**config.mk**
```make
export PLATFORM = sky130hd
export DESIGN_NAME = reg_scoreboard
export DESIGN_NICKNAME = d
export VERILOG_FILES = /design/src/rtl/reg_scoreboard_pkg.sv /design/src/rtl/reg_scoreboard_onehot_decoder.sv /design/src/rtl/reg_scoreboard.sv
export SDC_FILE = /design/constraint.sdc
export NUM_CORES = 1
export LEC_CHECK = 0
export ABC_CLOCK_PERIOD_IN_PS = 9350
export BUFFER_PORTS_ARGS = -buffer_cell sky130_fd_sc_hd__buf_2
export CAP_MARGIN = 0
export CORE_AREA = 10 10 108 110
export CTS_CLUSTER_SIZE = 24
export DETAILED_ROUTE_END_ITERATION = 6
export DIE_AREA = 0 0 118 120
export PLACE_DENSITY = 0.68
export REMOVE_ABC_BUFFERS = 1
export SKIP_CTS_REPAIR_TIMING = 1
export SLEW_MARGIN = 10
export SYNTH_ARGS = -nofsm -noshare
export SYNTH_HDL_FRONTEND = slang
export SYNTH_SLANG_ARGS = --single-unit
```
**constraint.sdc**
```tcl
create_clock -name clk -period 9.35 [get_ports clk]
set_input_delay 1.87 -clock clk [delete_from_list [all_inputs] [get_ports clk]]
set_output_delay 1.87 -clock clk [all_outputs]
set_load 0.01 [all_outputs]
```
**src/rtl/reg_scoreboard_pkg.sv**
```systemverilog
// Shared constants and helpers for the register scoreboard.
package reg_scoreboard_pkg;
  localparam int DEF_ADDR_W  = 5;
  localparam int DEF_NUM_SRC = 2;

  function automatic int nreg_f(input int addr_w);
    return 1 << addr_w;
  endfunction
endpackage

```
**src/rtl/reg_scoreboard_onehot_decoder.sv**
```systemverilog
// Binary address to enable-gated one-hot vector.
module onehot_decoder import reg_scoreboard_pkg::*; #(
  parameter  int ADDR_W = DEF_ADDR_W,
  localparam int NREG   = nreg_f(ADDR_W)
) (
  input  logic [ADDR_W-1:0] addr_i,
  input  logic              en_i,
  output logic [NREG-1:0]   onehot_o
);
  always_comb begin
    onehot_o = '0;
    if (en_i) onehot_o[addr_i] = 1'b1;
  end
endmodule

```
**src/rtl/reg_scoreboard.sv**
```systemverilog
// Register busy-bit scoreboard: WAW stall on issue, RAW hazard query per source
// port, writeback clear with same-cycle bypass, flush and sticky clear-error.
module reg_scoreboard import reg_scoreboard_pkg::*; #(
  parameter  int ADDR_W   = DEF_ADDR_W,
  parameter  int NUM_SRC  = DEF_NUM_SRC,
  parameter  int ZERO_REG = 1,
  localparam int NREG     = nreg_f(ADDR_W)
) (
  input  logic                      clk,
  input  logic                      reset,
  input  logic                      flush,
  input  logic                      set_valid,
  input  logic [ADDR_W-1:0]         set_addr,
  output logic                      set_ready,
  input  logic                      clr_valid,
  input  logic [ADDR_W-1:0]         clr_addr,
  input  logic [NUM_SRC*ADDR_W-1:0] src_addr,
  output logic [NUM_SRC-1:0]        src_busy,
  output logic [NREG-1:0]           busy_vec,
  output logic [ADDR_W:0]           busy_count,
  output logic                      clr_err
);
  // Register 0 never enters the tracked set when it is hardwired.
  localparam logic [NREG-1:0] TRACK_MASK =
    (ZERO_REG != 0) ? {{(NREG-1){1'b1}}, 1'b0} : {NREG{1'b1}};

  logic [NREG-1:0] busy_q, busy_d;
  logic [ADDR_W:0] cnt_q, cnt_d;
  logic            err_q, err_d;

  logic [NREG-1:0] set_oh, clr_oh;
  logic            set_fire, clr_bypass, zero_clr, clr_miss;

  assign clr_bypass = clr_valid && (clr_addr == set_addr);
  assign set_ready  = !flush && (!busy_q[set_addr] || clr_bypass);
  assign set_fire   = set_valid && set_ready;

  onehot_decoder #(.ADDR_W(ADDR_W)) u_set_dec (
    .addr_i   (set_addr),
    .en_i     (set_fire),
    .onehot_o (set_oh)
  );

  onehot_decoder #(.ADDR_W(ADDR_W)) u_clr_dec (
    .addr_i   (clr_addr),
    .en_i     (clr_valid),
    .onehot_o (clr_oh)
  );

  assign zero_clr = (ZERO_REG != 0) && (clr_addr == '0);
  assign clr_miss = clr_valid && !busy_q[clr_addr] && !zero_clr;

  always_comb begin
    busy_d = ((busy_q & ~clr_oh) | set_oh) & TRACK_MASK;
    err_d  = err_q | clr_miss;
    if (flush) begin
      busy_d = '0;
      err_d  = err_q;
    end
  end

  // Count the next-state vector so busy_count moves in step with busy_vec.
  always_comb begin
    cnt_d = '0;
    for (int i = 0; i < NREG; i++) cnt_d = cnt_d + (ADDR_W+1)'(busy_d[i]);
  end

  always_ff @(posedge clk) begin
    if (reset) begin
      busy_q <= '0;
      cnt_q  <= '0;
      err_q  <= 1'b0;
    end else begin
      busy_q <= busy_d;
      cnt_q  <= cnt_d;
      err_q  <= err_d;
    end
  end

  // A writeback in flight this cycle already resolves the hazard.
  for (genvar k = 0; k < NUM_SRC; k++) begin : g_src
    logic [ADDR_W-1:0] a;
    assign a           = src_addr[k*ADDR_W +: ADDR_W];
    assign src_busy[k] = busy_q[a] && !(clr_valid && (clr_addr == a));
  end

  assign busy_vec   = busy_q;
  assign busy_count = cnt_q;
  assign clr_err    = err_q;
endmodule
```
Yosys cells after proc, flatten, opt, wreduce, memory -nomap -nowiden

Cells that the tools add are included.

Add/sub/neg operators: 31
Order comparisons: 6
Eq/ne operators: 3
Muxes and demuxes: 15
Bitwise logic cells: 4
Reductions and logical operators: 19

Operators by type and width:

| kind                                                       | count |
|---|---|
| adder 6 x 1 -> 6 bit                                       | 26 |
| two-way mux 32 bit                                         | 3 |
| AND 32 bit                                                 | 1 |
| inverter 32 bit                                            | 1 |
| bitwise OR 32 bit                                          | 1 |
| less-than comparator 5 x 6 -> 1 bit, second input constant | 4 |
| binary-select mux 1 bit (select 5 bit)                     | 4 |
| equality test 5 bit                                        | 3 |
| logical AND 1 bit                                          | 11 |
| demux 1 bit (select 5 bit)                                 | 2 |
| >= comparator 5 x 1 -> 1 bit, second input constant        | 2 |
| adder 5 x 1 -> 6 bit                                       | 1 |
| logical NOT 1 bit                                          | 6 |
| two-way mux 1 bit                                          | 6 |
| adder 4 x 1 -> 5 bit                                       | 1 |
| logical NOT 5 bit                                          | 1 |
| adder 3 x 1 -> 4 bit                                       | 1 |
| adder 2 x 1 -> 3 bit                                       | 1 |
| adder 1 x 1 -> 2 bit                                       | 1 |
| logical OR 1 bit                                           | 1 |
| bitwise OR 1 bit                                           | 1 |

Register bits after elaboration: 39

Depth between registers and ports, before layout

Depth after elaboration: 40
Gate-level depth with buffers: 26
Mapped depth without buffers: 23

By module

Synthesis repeated with hierarchy kept, for this count alone.

Cells, all modules: 430
Area, all modules: 3803.6 sq um

By module, submodules not included:

| module         | instances | cells each | area an instance (sq um) | seq. area each (sq um) |
|---|---|---|---|---|
| reg_scoreboard | 1         | 336        | 3343.2                   | 760.7 |
| onehot_decoder | 2         | 47         | 230.2                    | 0.0 |

Worst setup path after synthesis

No wires, ideal clock.

Path type: input -> register
From: input set_addr[2]
To: register cnt_q[4], in the netlist busy_count[4]
Arrival: 7.621 ns
Data required time: 9.225 ns
Slack: 1.604 ns
Cell stages on the path: 23
Path buffers: 2
Path through: clkbuf_1 or4b_2 o22ai_2 nor4_4 buf_4 nand3_1 nand2_1 fa_1 inv_1 fa_1 inv_1 fa_1 inv_1 fa_1 fa_1 inv_1 fa_1 fa_1 fa_1 a21o_1 a21oi_1 xor2_1 nor2_1

Elaborated cells on any way between the ends: 47
Classes of those cells: 31 x add/sub; 2 x order compare; 1 x eq/ne; 6 x mux; 1 x bitwise; 6 x reduce/logical

RTL lines:

| element                                                                     | RTL line                            | source |
|---|---|---|
| start: declaration                                                          | reg_scoreboard.sv:13                | `input logic [ADDR_W-1:0] set_addr,` |
| branches (longest 6 deep; another with less-than comparator 5 x 6 -> 1 bit) | -                                   |  |
| two-way mux 32 bit (*)                                                      | reg_scoreboard_onehot_decoder.sv:12 | `if (en_i) onehot_o[addr_i] = 1'b1;` |
| bitwise OR 32 bit (*)                                                       | reg_scoreboard.sv:54                | `busy_d = ((busy_q & ~clr_oh) \| set_oh) & TRACK_MASK;` |
| two-way mux 32 bit (*)                                                      | reg_scoreboard.sv:56                | `if (flush) begin` |
| net busy_d[26]                                                              | reg_scoreboard.sv:27                | `logic [NREG-1:0] busy_q, busy_d;` |
| adder 6 x 1 -> 6 bit (*) (6 in a row)                                       | reg_scoreboard.sv:65                | `for (int i = 0; i < NREG; i++) cnt_d = cnt_d + (ADDR_W+1)'(busy_d[i]);` |
| end signal: assignment                                                      | reg_scoreboard.sv:75                | `cnt_q <= cnt_d;` |
| end: declaration                                                            | reg_scoreboard.sv:28                | `logic [ADDR_W:0] cnt_q, cnt_d;` |

Mark *: on every way through the listed nets, which the timed path passes. The select of a mux whose other input is x is not followed.
A chain may end at the register's enable or synchronous reset.

Final worst setup path

From: input flush
To: register cnt_q[4], in the netlist busy_count[4]

Cells in the longest elaborated chain, start to end: 37

RTL lines:

| element                            | RTL line                            | source |
|---|---|---|
| start: declaration                 | reg_scoreboard.sv:11                | `input logic flush,` |
| logical NOT 1 bit                  | reg_scoreboard.sv:35                | `assign set_ready = !flush && (!busy_q[set_addr] \|\| clr_bypass);` |
| logical AND 1 bit                  | reg_scoreboard.sv:35                |  |
| logical AND 1 bit                  | reg_scoreboard.sv:36                | `assign set_fire = set_valid && set_ready;` |
| two-way mux 32 bit                 | reg_scoreboard_onehot_decoder.sv:12 |  |
| bitwise OR 32 bit                  | reg_scoreboard.sv:54                |  |
| two-way mux 32 bit (*)             | reg_scoreboard.sv:56                |  |
| adder 1 x 1 -> 2 bit               | reg_scoreboard.sv:65                |  |
| adder 2 x 1 -> 3 bit               | reg_scoreboard.sv:65                |  |
| adder 3 x 1 -> 4 bit               | reg_scoreboard.sv:65                |  |
| adder 4 x 1 -> 5 bit               | reg_scoreboard.sv:65                |  |
| adder 5 x 1 -> 6 bit               | reg_scoreboard.sv:65                |  |
| adder 6 x 1 -> 6 bit (25 in a row) | reg_scoreboard.sv:65                |  |
| adder 6 x 1 -> 6 bit (*)           | reg_scoreboard.sv:65                |  |

Every way passes the cells marked *; elsewhere a longest branch is shown, timed or not.

==> qor.json <==
{
  "status": {
    "status": "complete, no violations"
  },
  "finish": {
    "layout_commonest_cell": "nor2_1",
    "layout.core_utilization_pct": 52.7,
    "drive_above_1_share_pct": 19.2,
    "most-common-layout-cells": "nor2_1, buf_2, a21oi_1",
    "num_antenna_cells": 0,
    "final.fill_count": 971,
    "area_grow_syn2layout_pct": 8.00,
    "post_layout_nets": 669,
    "layout.cells.non_filler": 748
  },
  "route": {
    "detailed_router_s_first_iteration_violation_count": 668,
    "detail_route_antenna_nets": 0,
    "drt-total-wl_um": 16800,
    "num_vias": 4871,
    "drc_errors": 0,
    "dr.pass1.iters": 5,
    "vias_cell": 6.51,
    "avgRoutedWirePerCell_um": 22.5
  },
  "timing": {
    "hold_viol": 0,
    "timing.final.max_slew_violations": 0,
    "final_critical_path_setup_slack_ns": 1.08,
    "setup_total_negative_slack_ns": 0,
    "rsz0062_at_grt": "no",
    "slew_headroom_pct": 10.8,
    "worstMarginPinSlew_ns": 1.33,
    "maxClockFrequency_mhz": 121,
    "finalCriticalPeriod_ns": 8.27,
    "worst_clock_skew_ns": 0.0133,
    "finalCritPeriodShare_pct": 88.4,
    "setup_violation_total_in_the_final_timing_report": 0
  },
  "logic_synthesis": {
    "async_flop_share_pct": 0,
    "synth_seq_area_share_pct": 16.3,
    "yosys_warnings": 0,
    "syn_area_um2": 4660,
    "ys_dominant_reg_cell": "dfxtp_1",
    "ys_ff_latch": 38,
    "post_synth_num_cell_types": 51,
    "synth_cells": 587,
    "post_synth.cell_area_avg_um2": 7.94,
    "synth_enable_flop_cells": 0
  },
  "global_route": {
    "overflow": 0,
    "wire_length_of_the_first_global_routing_pass_um": 26400,
    "grt_use_total_pct": 23.1,
    "first_global_vias": 4643,
    "grt_max_degree": 41,
    "gr-usage-met1_pct": 28.8,
    "met2_track_usage_gr_pct": 37.6,
    "antenna_found_initial": 0,
    "gr-max-usage-layer": "met2",
    "use_met3_pct": 4.92
  },
  "die": {
    "die_height_um": 120,
    "die_area_um2": 14200,
    "rows": 36,
    "die_w_um": 118,
    "core_um2": 9550,
    "ioPinCount": 67,
    "start_util_pct": 48.8
  },
  "power": {
    "power_per_cell_area_nw_per_um2": 76.3,
    "vdd_drop_max_mv": 0.0417,
    "static-leakage-power_nw": 2.11,
    "overall_power_w": 0.000384
  },
  "worst_setup_path": {
    "crit_path_top_delay_cell": "and3_1",
    "timing.reg2reg.worst_path_depth": 20,
    "timing.critical_path.cells": "buf_2 -> nor2b_1 -> and3b_1 -> and3_1 -> o2bb2ai_1 -> a31oi_1 -> fa_1 -> fa_1 -> inv_1 -> fa_1 -> inv_1 -> fa_1 -> fa_1 -> inv_1 -> fa_1 -> fa_1 -> fa_1 -> a21o_1 -> a21oi_1 -> xor2_1 -> nor2_1",
    "crit_path_leading_delay_family": "adder cells",
    "timing.critical_path.mode_cell": "fa_1",
    "critical_path.max_fanout": 16,
    "crit_path_max_incr_delay_ns": 0.70,
    "worstSetupEndpointType": "flop",
    "rr_startpoint": "busy_vec[19]$_SDFF_PP0_",
    "worstReg2RegEnd": "busy_count[4]$_SDFF_PP0_",
    "critical_path_cell_count": 21,
    "critPathRequiredTime_ns": 9.55,
    "worst-path-buf-inv": 4,
    "path_class": "in2reg",
    "worst-endpoint-arrival_ns": 8.47,
    "crit_path_start_kind": "input pin",
    "startpoint": "flush",
    "r2r_slack_ns": 2.67
  },
  "cts": {
    "cts_tree": "built",
    "clock-root-buffer": "clkbuf_8",
    "clock_tree.htree_level_count": 2,
    "ctsLongestPathBuffers": 2,
    "clkSinkCount": 38,
    "clk_pin_slew_worst_paths_ns": 0.09,
    "cts_made_buffers": 5,
    "clock_insertion_delay_worst_skew_ns": 0.31
  },
  "placed_design": {
    "dpl.cell_count": 740,
    "pre_cts_slack_ns": 0.833,
    "place.gp.congestion": 0.908,
    "placement.io_buffers": 65,
    "dp_hpwl_um": 12500
  },
  "min_path": {
    "min_delay_path_depth": 2,
    "hold_path.startpoint": "clr_err$_SDFFE_PP0N_",
    "worst_hold_endpoint": "clr_err$_SDFFE_PP0N_",
    "timing.hold.worst.class": "reg2reg"
  },
  "job": {
    "maxCapViolCount": 0
  }
}
## sequential cells by signal, summed over array words and instances (netlist names)
register	cells
clr_err	1
busy_count	6
busy_vec	31
## worst max-delay path by stage
stage                          endpoint  slack [ns]
2_1_floorplan  busy_count[4]$_SDFF_PP0_        1.48
3_3_place_gp   busy_count[4]$_SDFF_PP0_        0.88
3_5_place_dp   busy_count[4]$_SDFF_PP0_        0.83
4_1_cts        busy_count[4]$_SDFF_PP0_        1.17
5_1_grt        busy_count[4]$_SDFF_PP0_        0.81
6_report       busy_count[4]$_SDFF_PP0_        1.08
## layout make-up
class | count | area, um^2 | share of cell area, %
clock inverters | 3 | 40.0 | 0.796
flip-flops and latches | 38 | 761 | 15.1
inverters | 23 | 86.3 | 1.72
clock buffers | 5 | 68.8 | 1.37
multi-input cells | 472 | 3520 | 69.9
well taps | 133 | 166 | 3.31
repair buffers | 74 | 393 | 7.81
## layer usage
metal,wire length (um),vias to the layer above,part of all wire (%)
met2,7770,338,46
li1,-,2151,-
met3,1730,58,10
met1,6570,2324,39
met4,751,0,4.5
met5,0,-,0
## report_power, final
group | internal [W] | switching (W)
clock network | 0.0000787 | 0.0000663
registers | 0.000163 | 0.000000983
logic | 0.0000239 | 0.0000511
total | 0.000265 | 0.000118
## cells in the mapped netlist, types with 8 or more instances
cell | count | area, um^2
a21oi_1 | 58 | 290
and3_1 | 8 | 50.1
buf_2 | 14 | 70.1
buf_4 | 8 | 60.1
clkbuf_1 | 21 | 78.8
dfxtp_1 | 38 | 761
fa_1 | 23 | 460
inv_1 | 23 | 86.3
mux2i_1 | 28 | 280
mux4_2 | 23 | 518
nand2_1 | 50 | 188
nand2b_1 | 8 | 50.1
nand3_1 | 31 | 155
nor2_1 | 75 | 282
nor3_1 | 10 | 50.1
o21ai_0 | 43 | 215
o2bb2ai_1 | 11 | 96.3
o31ai_1 | 15 | 113
xor2_1 | 13 | 114
## kinds of logic (layout without fill, tap and decap cells)
family,count (synthesis),after routing,share of synthesized area [%]
xor gates and xnor gates,17,17,3.20
and+or+nand+nor,223,223,23.7
AOI/OAI and AO/OA,149,149,19.3
other,1,1,0.0805
buffers and inverters,77,105,8.19
DFF,38,38,16.3
adders and majority gates,30,30,11.8
muxes,52,52,17.4
## tightest hold or removal path, cell delays in order, from the launching register on
cell and delay, ns:
dfxtp_1 0.35, nand2b_1 0.06, o41ai_1 0.05
## stage by stage
step,hold WS [ns],instance area (um^2)
finish,0.481,5030
global route,0.523,5030
CTS,0.488,5030
detailed placement,0.467,4920
global placement,0.445,4920
floorplan,0.492,4360
Power figures use the tool's default switching activity.
